==> config.mk <==
export PLATFORM = sky130hd
export DESIGN_NAME = pc_fetch_stage
export DESIGN_NICKNAME = d
export VERILOG_FILES = /design/src/rtl/fetch_pkg.sv /design/src/rtl/fetch_skid_buf.sv /design/src/rtl/pc_fetch_stage.sv
export SDC_FILE = /design/constraint.sdc
export NUM_CORES = 1
export LEC_CHECK = 0
export BUFFER_PORTS_ARGS = -buffer_cell sky130_fd_sc_hd__buf_2
export CAP_MARGIN = 10
export CORE_MARGIN = 4
export CORE_UTILIZATION = 50
export CTS_CLUSTER_DIAMETER = 120
export CTS_CLUSTER_SIZE = 14
export DETAILED_ROUTE_END_ITERATION = 6
export PLACE_DENSITY = 0.79
export REMOVE_ABC_BUFFERS = 1
export SYNTH_ARGS = -nofsm -noshare
export SYNTH_HDL_FRONTEND = slang
export SYNTH_SLANG_ARGS = --single-unit
==> constraint.sdc <==
create_clock -name clk -period 2.2 [get_ports clk]
set_clock_uncertainty 0.2 [all_clocks]
set_input_delay 0.22 -clock clk [delete_from_list [all_inputs] [get_ports clk]]
set_output_delay 0.22 -clock clk [all_outputs]
set_load 0.01 [all_outputs]
==> src/rtl/fetch_pkg.sv <==
// Shared types and defaults for the instruction-fetch stage.
package fetch_pkg;

    localparam int unsigned PC_W = 16;

    localparam logic [PC_W-1:0] RESET_PC_DEFAULT   = 16'h0000;
    localparam logic [3:0]      HLT_OPCODE_DEFAULT = 4'hF;

    typedef enum logic [1:0] {
        ST_RUN,
        ST_WAIT,
        ST_DROP,
        ST_HALTED
    } fetch_state_e;

    typedef struct packed {
        logic [PC_W-1:0] instr;
        logic [PC_W-1:0] pc_plus2;
    } fetch_entry_t;

    function automatic logic [PC_W-1:0] pc_inc(input logic [PC_W-1:0] pc);
        return pc + 16'd2;
    endfunction

endpackage

==> src/rtl/fetch_skid_buf.sv <==
// One-entry skid buffer holding a fetched instruction and its pc+2
// while decode is stalled.
module fetch_skid_buf
    import fetch_pkg::*;
(
    input  logic         clk,
    input  logic         rst,
    input  logic         load,
    input  logic         drain,
    input  logic         clear,
    input  fetch_entry_t load_entry,
    output logic         full,
    output fetch_entry_t entry
);

    always_ff @(posedge clk) begin
        if (rst) begin
            full  <= 1'b0;
            entry <= '0;
        end else if (clear) begin
            full <= 1'b0;
        end else if (load) begin
            full  <= 1'b1;
            entry <= load_entry;
        end else if (drain) begin
            full <= 1'b0;
        end
    end

endmodule

==> src/rtl/pc_fetch_stage.sv <==
// Instruction-fetch stage: PC register, imem req/ready handshake, IF/ID
// register with a one-entry skid buffer, branch redirect and HLT.
module pc_fetch_stage
    import fetch_pkg::*;
#(
    parameter logic [PC_W-1:0] RESET_PC   = RESET_PC_DEFAULT,
    parameter logic [3:0]      HLT_OPCODE = HLT_OPCODE_DEFAULT
) (
    input  logic            clk,
    input  logic            rst,
    input  logic            stall,
    input  logic            redirect_valid,
    input  logic [PC_W-1:0] redirect_pc,
    output logic            imem_req,
    output logic [PC_W-1:0] imem_addr,
    input  logic            imem_ready,
    input  logic [PC_W-1:0] imem_rdata,
    output logic [PC_W-1:0] current_pc,
    output logic            if_id_valid,
    output logic [PC_W-1:0] if_id_instr,
    output logic [PC_W-1:0] if_id_pc_plus2,
    output logic            halted
);

    fetch_state_e    state, state_n;
    logic [PC_W-1:0] pc, pc_n;
    logic [PC_W-1:0] drop_pc, drop_pc_n;
    logic            if_id_valid_n;
    logic [PC_W-1:0] if_id_instr_n;
    logic [PC_W-1:0] if_id_pc_plus2_n;

    logic            skid_load, skid_drain, skid_clear, skid_full;
    fetch_entry_t    skid_entry, skid_in;

    logic            req_raw;
    logic            outstanding;
    logic [PC_W-1:0] pc_plus2;
    logic [PC_W-1:0] redirect_target;

    fetch_skid_buf u_skid (
        .clk        (clk),
        .rst        (rst),
        .load       (skid_load),
        .drain      (skid_drain),
        .clear      (skid_clear),
        .load_entry (skid_in),
        .full       (skid_full),
        .entry      (skid_entry)
    );

    assign current_pc = pc;
    assign imem_addr  = pc;
    assign imem_req   = req_raw & ~rst;
    assign halted     = (state == ST_HALTED);

    assign pc_plus2        = pc_inc(pc);
    assign redirect_target = redirect_pc & ~16'h0001;
    assign skid_in         = '{instr: imem_rdata, pc_plus2: pc_plus2};

    always_comb begin
        req_raw = 1'b0;
        case (state)
            ST_RUN:            req_raw = ~skid_full;
            ST_WAIT, ST_DROP:  req_raw = 1'b1;
            default:           req_raw = 1'b0;
        endcase
    end

    assign outstanding = req_raw & ~imem_ready;

    always_comb begin
        state_n          = state;
        pc_n             = pc;
        drop_pc_n        = drop_pc;
        if_id_valid_n    = if_id_valid;
        if_id_instr_n    = if_id_instr;
        if_id_pc_plus2_n = if_id_pc_plus2;
        skid_load        = 1'b0;
        skid_drain       = 1'b0;
        skid_clear       = 1'b0;

        if (redirect_valid) begin
            // A completing access (ready this cycle) is simply discarded;
            // only a still-pending one has to be drained through DROP.
            if_id_valid_n = 1'b0;
            skid_clear    = 1'b1;
            if (outstanding) begin
                state_n   = ST_DROP;
                drop_pc_n = redirect_target;
            end else begin
                state_n = ST_RUN;
                pc_n    = redirect_target;
            end
        end else begin
            case (state)
                ST_RUN, ST_WAIT: begin
                    if (skid_full) begin
                        if (!stall) begin
                            if_id_valid_n    = 1'b1;
                            if_id_instr_n    = skid_entry.instr;
                            if_id_pc_plus2_n = skid_entry.pc_plus2;
                            skid_drain       = 1'b1;
                            state_n = (skid_entry.instr[15:12] == HLT_OPCODE) ? ST_HALTED : ST_RUN;
                        end
                    end else if (imem_ready) begin
                        pc_n = pc_plus2;
                        if (stall) begin
                            skid_load = 1'b1;
                            state_n   = ST_RUN;
                        end else begin
                            if_id_valid_n    = 1'b1;
                            if_id_instr_n    = imem_rdata;
                            if_id_pc_plus2_n = pc_plus2;
                            state_n = (imem_rdata[15:12] == HLT_OPCODE) ? ST_HALTED : ST_RUN;
                        end
                    end else begin
                        state_n = ST_WAIT;
                        if (!stall) begin
                            if_id_valid_n = 1'b0;
                        end
                    end
                end
                ST_DROP: begin
                    if_id_valid_n = 1'b0;
                    if (imem_ready) begin
                        pc_n    = drop_pc;
                        state_n = ST_RUN;
                    end
                end
                default: begin
                    if (!stall) begin
                        if_id_valid_n = 1'b0;
                    end
                end
            endcase
        end
    end

    always_ff @(posedge clk) begin
        if (rst) begin
            state          <= ST_RUN;
            pc             <= RESET_PC;
            drop_pc        <= '0;
            if_id_valid    <= 1'b0;
            if_id_instr    <= '0;
            if_id_pc_plus2 <= '0;
        end else begin
            state          <= state_n;
            pc             <= pc_n;
            drop_pc        <= drop_pc_n;
            if_id_valid    <= if_id_valid_n;
            if_id_instr    <= if_id_instr_n;
            if_id_pc_plus2 <= if_id_pc_plus2_n;
        end
    end

endmodule

; ---- Yosys cells after proc, flatten, opt, wreduce, memory -nomap -nowiden
; Index checks and enable logic that the tools add are counted.
[totals]
wordCells = 84
in_bits = 37
regBits = 99
output_inout_bits = 67
[op_classes]
n_reduce_logical = 13
mux = 42
bitwise_logic = 7
n_addsub = 1
n_eq_ne = 12
[ops]
columns = cell, n
row1 = $mux 16, 13
row2 = $pmux 16 s2, 1
row3 = $mux 2, 9
row4 = $add 16x2->16 const B, 1
row5 = $mux 1, 16
row6 = $reduce_and 5->1, 2
row7 = $ne 3x3->1 const B, 3
row8 = $eq 4x4->1 const B, 2
row9 = $reduce_or 2->1, 4
row10 = $ne 2x2->1 const B, 3
row11 = $not 1->1, 5
row12 = $eq 2x2->1 const B, 2
row13 = $ne 4x4->1 const B, 1
row14 = $pmux 1 s2, 2
row15 = $pmux 2 s2, 1
row16 = $reduce_and 2->1, 2
row17 = $reduce_bool 2->1, 2
row18 = $reduce_and 3->1, 1
row19 = $reduce_bool 3->1, 1
row20 = $and 1x1->1, 2
row21 = $eq 2x1->1 const B, 1
row22 = $logic_not 2->1, 1

; ---- Depth between registers and ports, before layout
[logic_depth]
depth_word = 7
ltp_mapped = 10
mapped_depth_nobuf = 6

; ---- Cells and area by module
; Synthesis repeated with hierarchy kept, for this count alone.
[hier_totals]
cells_unflattened = 602
hier_area_um2 = 5168.7
[modules_own_cells]
columns = module, n_inst, area_each_um2, cells_each, seq_area_each_um2
row1 = pc_fetch_stage, 1, 3668.5, 453, 1301.2
row2 = fetch_skid_buf, 1, 1500.2, 149, 660.6

; ---- Worst setup path after synthesis
; Ideal clock, no wire load.
[synth_path]
kind = register to register
from = reg state[0]
to = reg pc[9], in the netlist current_pc[9]
setup_time_ps = 119
synth_period_minus_slack_ps = 2173
arrival_time_ps = 1854
slack_ps = 27
stages_incl_launch_ff = 8
path_buffers = 1
t_required_ps = 1881
cell_sequence = dfxtp_1 > inv_1 > ha_1 > or2_0 > buf_2 > a211oi_2 > nor2_1 > o221a_2
[synth_between]
elab_chain_len = 6
elab_cells_between_ends = 15
classes_between = 6 x eq/ne / 3 x mux / 1 x bitwise / 5 x reduce/logical
[synth_lines]
columns = element, line
row1 = "start, declared", pc_fetch_stage.sv:25  ; fetch_state_e state, state_n;
row2 = "start signal, assigned", pc_fetch_stage.sv:148  ; state <= state_n;
row3 = $eq 2x2->1 or $eq 2x1->1 (tied branches), "pc_fetch_stage.sv:62, pc_fetch_stage.sv:95"
row4 = $reduce_or 2->1, pc_fetch_stage.sv:62  ; case (state)
row5 = $pmux 1 s2, pc_fetch_stage.sv:62
row6 = $and 1x1->1, pc_fetch_stage.sv:69  ; assign outstanding = req_raw & ~imem_ready;
row7 = $ne 2x2->1 (no source line), --
row8 = $reduce_and 5->1 (no source line), --
row9 = "end signal, assigned", pc_fetch_stage.sv:149  ; pc <= pc_n;
row10 = "end, declared", pc_fetch_stage.sv:26  ; logic [PC_W-1:0] pc, pc_n;
; Parallel ways exist; a longest one is shown, timed or not.
; A chain may end at the register's enable or synchronous reset.

; ---- Worst setup path in the final report
[layout_path]
from = reg state[1]
to = reg pc[12], in the netlist current_pc[12]
; The elaborated chain is that of the path after synthesis.

==> results.ini <==
[synthesis]
ys_warn_count=0
netlist_instances=617
synth_top_area_cell=dfxtp_1
ys_top_cells_by_count=nand2_1 (98), dfxtp_1 (96), a21oi_1 (64)
ys_ff_latch=96
async_flop_share_pct=0
synth_area_per_cell_um2=8.00
ys.flop_type=dfxtp_1
synth_edf_count=0
synth_top_area_share_pct=39.0
yosysSeqAreaShare_pct=39.0
syn_area_um2=4930
yosysMostFrequentCell=nand2_1
ys_types=69
yosys-top-cells-area=dfxtp_1 (39%), nand2_1 (7.5%), a21oi_1 (6.5%)

[grt]
first_global_vias=4624
antenna_found_initial=0
grt_pass1_wl_mm=22.3
grt_usage_pct=23.5
grt-ovfl-total=0
grt_max_degree=90

[clock_tree]
cts_root_buf=clkbuf_8
cts_tree=yes
cts_buffer_depth=2
clkSinkCount=96
clk_latency_ns=0.36
h-tree-depth=3
cts_buffers=9
cts.clk_slew.worst_paths_ns=0.10

[placement]
gp_congestion=0.891
portBuffers=99
dp_hpwl_mm=9.20
dp.cells=824
place_ws_ns=-0.0490

[worst_hold_path]
hp-start=imem_ready
hold_class=input pin to flop
holdPathEnd=u_skid.full$_SDFFE_PP0P_
whs_path_depth=3

[worst_setup_path]
startpoint_type=flop
crit_type=flop to flop
max_stage_delay_ns=0.46
crit_top_cell=buf_4
cp.required_ns=2.28
r2r-start=state[1]$_SDFFE_PP0P_
rr_endpoint=current_pc[12]$_SDFFE_PP0P_
worstRegToRegCells=8
crit_fanout=7
critical_path.cell_chain=inv_1 -> ha_2 -> or3b_2 -> a211oi_2 -> buf_4 -> buf_4 -> a21oi_1 -> o32ai_1
crit_path_end_kind=flop
crit_arrival_ns=2.24
cp_slowest_cell=or3b_2
rrSetupSlack_ns=0.05

[pwr]
p_total_mw=3.98
pwr-share-seq_pct=48.0
ir_drop_v=0.000331
pwr-share-comb_pct=22.9
p_switching_mw=1.27
leakagePower_nw=2.42
swShare_pct=32.0
intPower_mw=2.71
power_density_nw_per_um2=634
clkPwrFrac_pct=29.1

[route]
firstDrtPassIters=5
wl_met1_mm=5.91
num_vias=5060
dr.first_iter.drc_count=403
wl_met3_um=630
top_layer_used=met4
drt-total-wl_mm=13.7
drcViolationCount=0
avgViaCountPerCell=5.79
wl_met2_mm=6.66
final_antenna_net_count=0
wl_per_cell_um=15.7

[timing]
tightest_slew_ns=0.551
hold_violations=0
setup_viol=0
min_period_ns=2.15
rsz0062_at_grt=true
fin_ws_ns=0.0476
drv_slew=0
timing.fmax_ghz=0.465
timing.final.crit_share_pct=97.8
max-slew-margin-rel_pct=63.1

[outcome]
outcome=finished clean

[die]
dieHeight_um=107
core_area_um2=9420
die_w_um=107
boundaryPins=104
rows=35
start_util_pct=52.4
floorplan.die_area_um2=11500

[layout]
multi_input_area_um2=2690
layout.area.seq_um2=1930
diodes=0
drive_gt1_share_pct=27.4
final_util_pct=66.8
finalNonFillerCells=874
syn_to_final_growth_pct=27.4
fin_nets=782
fillers=777

[flow_run]
cap_violations=0

## power by group through the flow
stage | combinational [mW] | sequential, mW | clock [mW]
after global routing | 0.999 | 1.93 | 1.26
final | 0.913 | 1.91 | 1.16
after global placement | 0.806 | 1.94 | 0
after detailed placement | 0.828 | 1.95 | 0
after floorplan | 0.371 | 2.01 | 0
after CTS | 0.880 | 1.91 | 1.18
## cell usage in the layout (no fill, tap or decap), types with 4 or more instances in the layout
master and count:
o2111ai_1 5, nand3_1 11, buf_4 46, nor2_1 46, nand2_1 98, buf_2 99, dlygate4sd3_1 31, mux2i_1 19
buf_12 4, a21oi_1 63, nand4_1 6, a311oi_1 4, nor3_1 20, dfxtp_1 93, clkbuf_8 10, o211ai_1 8
o21ai_0 17, nand2b_1 12, nor2b_1 7, o311ai_0 4, inv_1 10, xnor2_1 6, nor4_1 9, a211oi_1 26
## cell type report
class                   count  share of cell area, %
clock inverters             6                  0.975
clock buffers              10                   2.19
repair buffers            183                   20.1
multi-input cells         438                   42.7
inverters                  12                  0.717
well taps                 129                   2.57
flip-flops and latches     96                   30.7
## critical path, delay by kind of cell (launching register included)
kind	cells	cell delay, ns
flip-flops	1	0.38
adder cells (fa/ha/maj)	1	0.21
AO/OA/AOI/OAI	3	0.49
AND/OR/NAND/NOR	1	0.46
buffers and inverters	3	0.34
## routing by layer
layer  global-route usage (%)  vias to the layer above
met5                        0                        -
met4                     10.8                        0
met3                     2.40                       55
met2                     38.1                      187
met1                     31.6                     2378
li1                         -                     2440
## cell families after synthesis
group           count (synthesis)  synth area share, %
simple gates                  240                 23.9
compound gates                164                 22.1
flops                          96                 39.0
buf+inv                        85                 8.55
mux                            20                 4.08
xor+xnor                        6                 1.07
fa+ha+maj                       5                 1.27
other cells                     1               0.0760
## per-stage QoR
step | cell area, µm² | setup TNS [ns] | hold slack [ns]
2_1_floorplan | 4560 | -86.08 | 0.0879
6_report | 6290 | 0 | 0.0110
3_3_place_gp | 5660 | 0 | 0.239
3_5_place_dp | 5660 | -0.128 | 0.244
5_1_grt | 6290 | -0.216 | 0.0353
4_1_cts | 6180 | 0 | 0.000812
## what timing repair did
item                       in CTS  in global routing
hold endpoints to repair       44                  0
setup endpoints to repair       7                 26
pin swaps                       1                  4
gates resized for setup         3                 24
buffers inserted                2                  1
hold buffers                   31                  0
## sequential cells by signal, summed over array words and instances (netlist names)
name	count
state	2
drop_pc	15
if_id_pc_plus2	15
if_id_valid	1
if_id_instr	16
u_skid.entry	31
u_skid.full	1
current_pc	15
## how the worst max path moves through the flow
stage | start | end | cells past startpoint
2_1_floorplan | u_skid.full$_SDFFE_PP0P_ | if_id_pc_plus2[12]$_SDFFE_PP0P_ | 4
3_5_place_dp | state[0]$_SDFFE_PP0P_ | current_pc[4]$_SDFFE_PP0P_ | 8
4_1_cts | state[0]$_SDFFE_PP0P_ | current_pc[13]$_SDFFE_PP0P_ | 8
3_3_place_gp | state[0]$_SDFFE_PP0P_ | current_pc[4]$_SDFFE_PP0P_ | 8
6_report | state[1]$_SDFFE_PP0P_ | current_pc[12]$_SDFFE_PP0P_ | 8
5_1_grt | state[1]$_SDFFE_PP0P_ | current_pc[12]$_SDFFE_PP0P_ | 8
Power figures use the tool's default switching activity.
